==> src/rtl/localmem_pkg.sv <==
// Shared constants, FSM state type and twiddle field helpers for the twiddle memory sequencer.
// TW_RE/TW_IM select the real/imag halves of a twiddle word.
`define TW_RE(w) w[TM_DATA_W-1:TM_DATA_W/2]
`define TW_IM(w) w[TM_DATA_W/2-1:0]

package localmem_pkg;

  localparam int TM_DATA_W     = 24;
  localparam int TM_BLOCK_ADDR = 4;
  localparam int TM_BLOCK_NUM  = 4;
  localparam int TM_LOG2N      = 7;
  localparam int TM_DEPTH      = TM_BLOCK_NUM << TM_BLOCK_ADDR;
  localparam int TM_SEL_W      = $clog2(TM_BLOCK_NUM);

  typedef enum logic [1:0] {
    ST_IDLE  = 2'd0,
    ST_LOAD  = 2'd1,
    ST_READ  = 2'd2,
    ST_DRAIN = 2'd3
  } tmem_ctrl_state_t;

  // Conjugate: negate the imag field, clamping the most negative value to the most positive.
  function automatic logic [TM_DATA_W-1:0] tw_conj(input logic [TM_DATA_W-1:0] w);
    logic [TM_DATA_W/2-1:0] im;
    logic [TM_DATA_W/2-1:0] neg;
    im = `TW_IM(w);
    if (im == {1'b1, {(TM_DATA_W/2-1){1'b0}}}) begin
      neg = {1'b0, {(TM_DATA_W/2-1){1'b1}}};
    end else begin
      neg = ~im + {{(TM_DATA_W/2-1){1'b0}}, 1'b1};
    end
    return {`TW_RE(w), neg};
  endfunction

endpackage

==> src/rtl/tmem_twaddr_gen.sv <==
// Per-stage twiddle address generator: read index counter j and address t = (j mod 2^s) << (LOG2N-1-s),
// split into block select and word address.
module tmem_twaddr_gen
  import localmem_pkg::*;
#(
  parameter int BLOCK_ADDR = TM_BLOCK_ADDR,
  parameter int BLOCK_NUM  = TM_BLOCK_NUM,
  parameter int LOG2N      = TM_LOG2N,
  parameter int STG_W      = $clog2(LOG2N),
  parameter int SEL_W      = $clog2(BLOCK_NUM)
)(
  input  logic                  clk,
  input  logic                  rst,
  input  logic                  i_clr,
  input  logic                  i_step,
  input  logic [STG_W-1:0]      i_stage,
  output logic                  o_last,
  output logic [SEL_W-1:0]      o_blk,
  output logic [BLOCK_ADDR-1:0] o_addr
);

  localparam int D  = BLOCK_NUM << BLOCK_ADDR;
  localparam int AW = $clog2(D);

  logic [AW-1:0]    r_j;
  logic [STG_W-1:0] w_shift;
  logic [AW-1:0]    w_mask;
  logic [AW-1:0]    w_t;

  // Read index counter, one step per issued read.
  always_ff @(posedge clk) begin
    if (rst) begin
      r_j <= '0;
    end else if (i_clr) begin
      r_j <= '0;
    end else if (i_step) begin
      r_j <= r_j + AW'(1);
    end else begin
      r_j <= r_j;
    end
  end

  // AW equals LOG2N-1, so the same shift both sizes the mask and scales the address.
  always_comb begin
    w_shift = STG_W'(LOG2N - 1) - i_stage;
    w_mask  = {AW{1'b1}} >> w_shift;
    w_t     = (r_j & w_mask) << w_shift;
    o_blk   = w_t[AW-1:BLOCK_ADDR];
    o_addr  = w_t[BLOCK_ADDR-1:0];
    o_last  = (r_j == AW'(D - 1));
  end

endmodule

==> src/rtl/tmem_ctrl.sv <==
// Twiddle memory sequencer: host load on port 1, per-stage twiddle read stream on port 2.
// Optional TMEM_CTRL_CONJ_EN adds an 'inv' input that conjugates the read stream.
module tmem_ctrl
  import localmem_pkg::*;
#(
  parameter int DATA_W     = TM_DATA_W,
  parameter int BLOCK_ADDR = TM_BLOCK_ADDR,
  parameter int BLOCK_NUM  = TM_BLOCK_NUM,
  parameter int LOG2N      = TM_LOG2N
)(
  input  logic                          clk,
  input  logic                          rst,
  input  logic                          ld_valid,
  input  logic [DATA_W-1:0]             ld_data,
  output logic                          ld_ready,
  input  logic                          start,
  input  logic [$clog2(LOG2N)-1:0]      stage,
`ifdef TMEM_CTRL_CONJ_EN
  input  logic                          inv,
`endif
  output logic                          busy,
  output logic                          done,
  output logic                          tw_valid,
  output logic [DATA_W-1:0]             tw_data,
  output logic                          WEB1,
  output logic                          OEB1,
  output logic [BLOCK_NUM-1:0]          CSB1,
  output logic [BLOCK_ADDR-1:0]         A1,
  output logic [DATA_W-1:0]             I1,
  output logic                          WEB2,
  output logic                          OEB2,
  output logic [BLOCK_NUM-1:0]          CSB2,
  output logic [BLOCK_ADDR-1:0]         A2,
  input  logic [BLOCK_NUM*DATA_W-1:0]   O2
);

  localparam int D     = BLOCK_NUM << BLOCK_ADDR;
  localparam int AW    = $clog2(D);
  localparam int SEL_W = $clog2(BLOCK_NUM);
  localparam int STG_W = $clog2(LOG2N);

  tmem_ctrl_state_t r_state;
  tmem_ctrl_state_t w_next;

  logic [AW-1:0]         r_wa;
  logic                  r_drain;
  logic [STG_W-1:0]      r_stage;
  logic                  r_iss_d;
  logic [SEL_W-1:0]      r_sel_d;
  logic                  r_tw_valid;
  logic [DATA_W-1:0]     r_tw_data;
  logic                  r_done;
  logic                  r_inv;

  logic                  w_ld_acc;
  logic                  w_issue;
  logic                  w_start_rd;
  logic                  w_last;
  logic [STG_W-1:0]      w_stage_c;
  logic [SEL_W-1:0]      w_blk;
  logic [BLOCK_ADDR-1:0] w_addr;
  logic [DATA_W-1:0]     w_slice;
  logic [DATA_W-1:0]     w_word;
  logic                  w_inv_in;

`ifdef TMEM_CTRL_CONJ_EN
  assign w_inv_in = inv;
`else
  assign w_inv_in = 1'b0;
`endif

  tmem_twaddr_gen #(
    .BLOCK_ADDR (BLOCK_ADDR),
    .BLOCK_NUM  (BLOCK_NUM),
    .LOG2N      (LOG2N),
    .STG_W      (STG_W),
    .SEL_W      (SEL_W)
  ) u_twaddr (
    .clk     (clk),
    .rst     (rst),
    .i_clr   (w_start_rd),
    .i_step  (w_issue),
    .i_stage (r_stage),
    .o_last  (w_last),
    .o_blk   (w_blk),
    .o_addr  (w_addr)
  );

  // State register.
  always_ff @(posedge clk) begin
    if (rst) begin
      r_state <= ST_IDLE;
    end else begin
      r_state <= w_next;
    end
  end

  // Next-state logic; start wins over a load request arriving in the same cycle.
  always_comb begin
    w_next = r_state;
    case (r_state)
      ST_IDLE: begin
        if (start) begin
          w_next = ST_READ;
        end else if (ld_valid) begin
          w_next = ST_LOAD;
        end else begin
          w_next = ST_IDLE;
        end
      end
      ST_LOAD: begin
        if (w_ld_acc && (r_wa == AW'(D - 1))) begin
          w_next = ST_IDLE;
        end else begin
          w_next = ST_LOAD;
        end
      end
      ST_READ: begin
        if (w_last) begin
          w_next = ST_DRAIN;
        end else begin
          w_next = ST_READ;
        end
      end
      ST_DRAIN: begin
        if (r_drain) begin
          w_next = ST_IDLE;
        end else begin
          w_next = ST_DRAIN;
        end
      end
      default: begin
        w_next = ST_IDLE;
      end
    endcase
  end

  // Output decode and macro controls; port-1 controls follow the accept in the same cycle.
  always_comb begin
    ld_ready   = (r_state == ST_LOAD);
    busy       = (r_state != ST_IDLE);
    w_ld_acc   = (r_state == ST_LOAD) && ld_valid;
    w_issue    = (r_state == ST_READ);
    w_start_rd = (r_state == ST_IDLE) && start;
    w_stage_c  = (stage >= STG_W'(LOG2N)) ? STG_W'(LOG2N - 1) : stage;
    WEB1 = 1'b1;
    OEB1 = 1'b1;
    CSB1 = {BLOCK_NUM{1'b1}};
    A1   = '0;
    I1   = '0;
    WEB2 = 1'b1;
    OEB2 = 1'b1;
    CSB2 = {BLOCK_NUM{1'b1}};
    A2   = '0;
    if (w_ld_acc) begin
      WEB1 = 1'b0;
      CSB1[r_wa[AW-1:BLOCK_ADDR]] = 1'b0;
      A1   = r_wa[BLOCK_ADDR-1:0];
      I1   = ld_data;
    end else begin
      WEB1 = 1'b1;
    end
    if (w_issue) begin
      OEB2 = 1'b0;
      CSB2[w_blk] = 1'b0;
      A2   = w_addr;
    end else begin
      OEB2 = 1'b1;
    end
  end

  // Stage and conjugate mode are captured only when a read sequence is accepted.
  always_ff @(posedge clk) begin
    if (rst) begin
      r_stage <= '0;
      r_inv   <= 1'b0;
    end else if (w_start_rd) begin
      r_stage <= w_stage_c;
      r_inv   <= w_inv_in;
    end else begin
      r_stage <= r_stage;
      r_inv   <= r_inv;
    end
  end

  // Load write address and drain cycle counter.
  always_ff @(posedge clk) begin
    if (rst) begin
      r_wa    <= '0;
      r_drain <= 1'b0;
    end else begin
      if (w_ld_acc) begin
        r_wa <= r_wa + AW'(1);
      end else if (r_state == ST_IDLE) begin
        r_wa <= '0;
      end else begin
        r_wa <= r_wa;
      end
      r_drain <= (r_state == ST_DRAIN) ? ~r_drain : 1'b0;
    end
  end

  always_comb begin
    w_slice = O2[int'(r_sel_d)*DATA_W +: DATA_W];
    if (r_inv) begin
      w_word = tw_conj(w_slice);
    end else begin
      w_word = w_slice;
    end
  end

  // Read pipeline: block select travels with the read, data registered one cycle after the macro.
  always_ff @(posedge clk) begin
    if (rst) begin
      r_iss_d    <= 1'b0;
      r_sel_d    <= '0;
      r_tw_valid <= 1'b0;
      r_tw_data  <= '0;
      r_done     <= 1'b0;
    end else begin
      r_iss_d    <= w_issue;
      r_sel_d    <= w_blk;
      r_tw_valid <= r_iss_d;
      r_tw_data  <= r_iss_d ? w_word : r_tw_data;
      r_done     <= (w_ld_acc && (r_wa == AW'(D - 1))) ||
                    ((r_state == ST_DRAIN) && !r_drain);
    end
  end

  assign tw_valid = r_tw_valid;
  assign tw_data  = r_tw_data;
  assign done     = r_done;

endmodule
==> config.mk <==
export PLATFORM = sky130hd
export DESIGN_NAME = tmem_ctrl
export DESIGN_NICKNAME = d
export VERILOG_FILES = /design/src/rtl/localmem_pkg.sv /design/src/rtl/tmem_twaddr_gen.sv /design/src/rtl/tmem_ctrl.sv
export SDC_FILE = /design/constraint.sdc
export NUM_CORES = 1
export LEC_CHECK = 0
export ABC_AREA = 1
export BUFFER_PORTS_ARGS = -buffer_cell sky130_fd_sc_hd__buf_4
export CAP_MARGIN = 20
export CORE_ASPECT_RATIO = 1.75
export CORE_MARGIN = 10
export CORE_UTILIZATION = 40
export DETAILED_ROUTE_END_ITERATION = 10
export HOLD_SLACK_MARGIN = 0.1
export MAX_ROUTING_LAYER = met4
export PLACE_DENSITY = 0.76
export SLEW_MARGIN = 20
export SYNTH_ARGS = -nofsm -noshare
export SYNTH_HDL_FRONTEND = slang
export SYNTH_SLANG_ARGS = --single-unit
==> constraint.sdc <==
create_clock -name clk -period 1.74 [get_ports clk]
set_input_delay 0 -clock clk [delete_from_list [all_inputs] [get_ports clk]]
set_output_delay 0 -clock clk [all_outputs]
set_load 0.01 [all_outputs]
==> qor.yml <==
outcome: "complete, but fails checks"
failed_checks: "negative setup slack"
finalWirelength_mm: 12.68
crit_slowest_cell: "dfxtp_4"
ios: 199
finalHoldViolations: 0
powerDensity_mw_per_mm2: 620.0
die-area_sq_mm: 0.01211
final_area_sq_mm: 0.005122
totalPowerFinal_mw: 3.176
drc: 0
hold_path.class: "input pin to flop"
timing.final.crit_share: 1.035
yosys.area_share.simple: 0.2935
p_leak_nw: 2.549
rsz0062_at_grt: "yes"
cp_max_fo: 6
drtAntennaViolNets: 0
area_delta_synth_final_pct: 60.23
final_common_cell: "buf_4"
core-area_sq_mm: 0.007855
worst_pin_slew_ns: 0.7536
clock_path_buffers: 2
grt_max_degree: 49
cp.buffers_inverters: 3
syn_area_per_cell_sq_um: 6.484
drv_slew: 0
cts_buffers: 5
gr-total-overflow: 0
setup_viol: 4
final_cell_mix: "buf_4, nor2_1, inv_1"
htree_levels: 2
synth.cell_area_sq_mm: 0.003197
cpLargestDelayFamily: "compound AO/OA/AOI/OAI gates"
layout.nets: 819
dr.pass1.iters: 4
synth.distinct_cells: 34
track_usage: 0.1990
clk_latency_ns: 0.28
synth-compound-area-share: 0.1695
synth_mux_area_frac: 0.07515
ys_warn_count: 0
drive_above_1_share: 0.4070
synthXorXnorAreaFrac: 0
num_rows: 43
viasPerCell: 4.991
grt_pass1_vias: 3775
clkTransAtPathRegs_ns: 0.07
worstPathCellList: "inv_2 -> ha_4 -> a21oi_2 -> a21oi_4 -> buf_4 -> a21oi_4 -> nand3_2 -> buf_6"
ir_worst_vdd_v: 0.0004909
port-buffer-count: 196
start_kind: "flop"
required_ns: 1.74
die_w_um: 87.58
synthCells: 493
relSlewSlack: 0.4971
cp_data_arrival_time_ns: 1.80
synth_top_family_by_area: "simple AND/OR/NAND/NOR gates"
routed-via-count: 3883
clockRootBuffer: "clkbuf_16"
cts_tree: "done"
antennaDiodeCount: 0
drv_cap: 0
max_stage_delay_ns: 0.38
postPlaceCellArea_sq_mm: 0.004693
start_util: 0.4070
fin_ws_ns: -0.06066
grt_pass1_wl_mm: 19.38
place.gp.congestion: 0.8852
criticalPathCategory: "flop to output port"
synth_seq_cells: 47
path_common_cell: "a21oi_4"
ys_seq_area_frac: 0.2943
end_kind: "output port"
clock_sinks: 47
synth_fa_ha_area_frac: 0.01957
period_minus_slack_ns: 1.801
fin_worst_skew_ns: 0.004545
dpl.hpwl_mm: 9.994
drt_first_iter_violations: 134
fmax_mhz: 555.4
drt-wirelength-per-cell_um: 16.29
antenna_found_initial: 0
dieHeight_um: 138.3
[cells in the mapped netlist (all sizes together)]
cell type,number,area [sq um]
buf,19,146.4
nor3b,2,20.02
clkbuf,9,33.78
nand4,4,31.28
nor2,129,521.8
dfxtp,47,940.9
clkinv,1,5.000
ha,5,62.56
inv,75,284.0
nand3,23,127.6
a211oi,1,12.51
o31ai,1,7.510
nand2,48,192.7
nand3b,2,15.01
o21ai,52,260.3
o22ai,24,150.1
mux2i,24,240.2
a31oi,3,18.77
nor3,6,30.03
conb,1,3.750
a21oi,17,92.59
[sequential cells by signal, indices dropped and copies added, names as in the netlist, 2 cells and up]
register / count
r_sel_d: 2
r_stage: 3
r_state: 2
r_wa: 6
tw_data: 24
u_twaddr.r_j: 6
[path summary, 6_finish.rpt]
check	cells past startpoint	to	slack, ns	startpoint
setup / recovery	8	CSB2[2]	-0.06	r_stage[0]$_SDFFE_PP0P_
hold / removal	5	r_state[0]$_SDFF_PP0_	0.10	ld_valid
setup reg to reg	8	r_sel_d[0]$_SDFF_PP0_	0.18	r_stage[0]$_SDFFE_PP0P_
hold reg to reg	2	r_wa[4]$_SDFFE_PP0P_	0.49	r_wa[4]$_SDFFE_PP0P_
[what timing repair did]
item                                    4_1_cts  5_1_grt
resized for setup                            25       30
cloned                                        0        0
buffers inserted                              4        1
hold buffers                                  3        0
endpoints found under the setup margin        5        7
pin swaps                                    14       19
endpoints found under the hold margin         3        0
[layout make-up]
type | instances | area [sq um]
Fill cell | 701 | 2733
Multi-Input combinational cell | 343 | 1972
Timing Repair Buffer | 214 | 1649
Sequential cell | 47 | 949.7
Inverter | 76 | 294.0
Clock buffer | 5 | 125.1
Tap cell | 90 | 112.6
Clock inverter | 3 | 20.02
[stage by stage]
step                      hold slack (ns)  setup slack, ns  setup TNS, ns  std cells  utilization
after floorplan                   0.08713           0.1019              0        494            -
after CTS                          0.1073        -0.001722      -0.001722        777       0.6356
after global routing               0.1363          -0.1308        -0.7241        778       0.6521
final                              0.1038         -0.06066        -0.1312        778       0.6521
after global placement             0.2526           0.1902              0        762       0.5975
after detailed placement           0.2584           0.1557              0        762       0.5975
[logic make-up after synthesis]
group / count (synthesis)
AO/OA/AOI/OAI: 98
adder cells (fa/ha/maj): 5
buffers and inverters: 104
flip-flops: 47
multiplexers: 24
other: 1
AND/OR/NAND/NOR: 214
[layer usage]
metal,track usage,up-vias,part of all wire
met1,0.1971,1773,0.36
met3,0.03353,13,0.062
li1,-,1968,-
met2,0.3792,129,0.56
met5,-,-,0
met4,0.04553,0,0.012
[worst min-delay path: stages]
cell,delay [ns]
buf_4,0.10
nand3_1,0.08
nand4_1,0.09
nand2_1,0.05
inv_1,0.05
[where the power goes]
part	internal, mW	switching [mW]	total (mW)	leakage (nW)
clock network	0.529	0.404	0.933	0.0658
registers	1.15	0.0539	1.20	0.385
logic	0.510	0.533	1.04	2.10
Note: power is estimated with default switching activity, not from simulation.
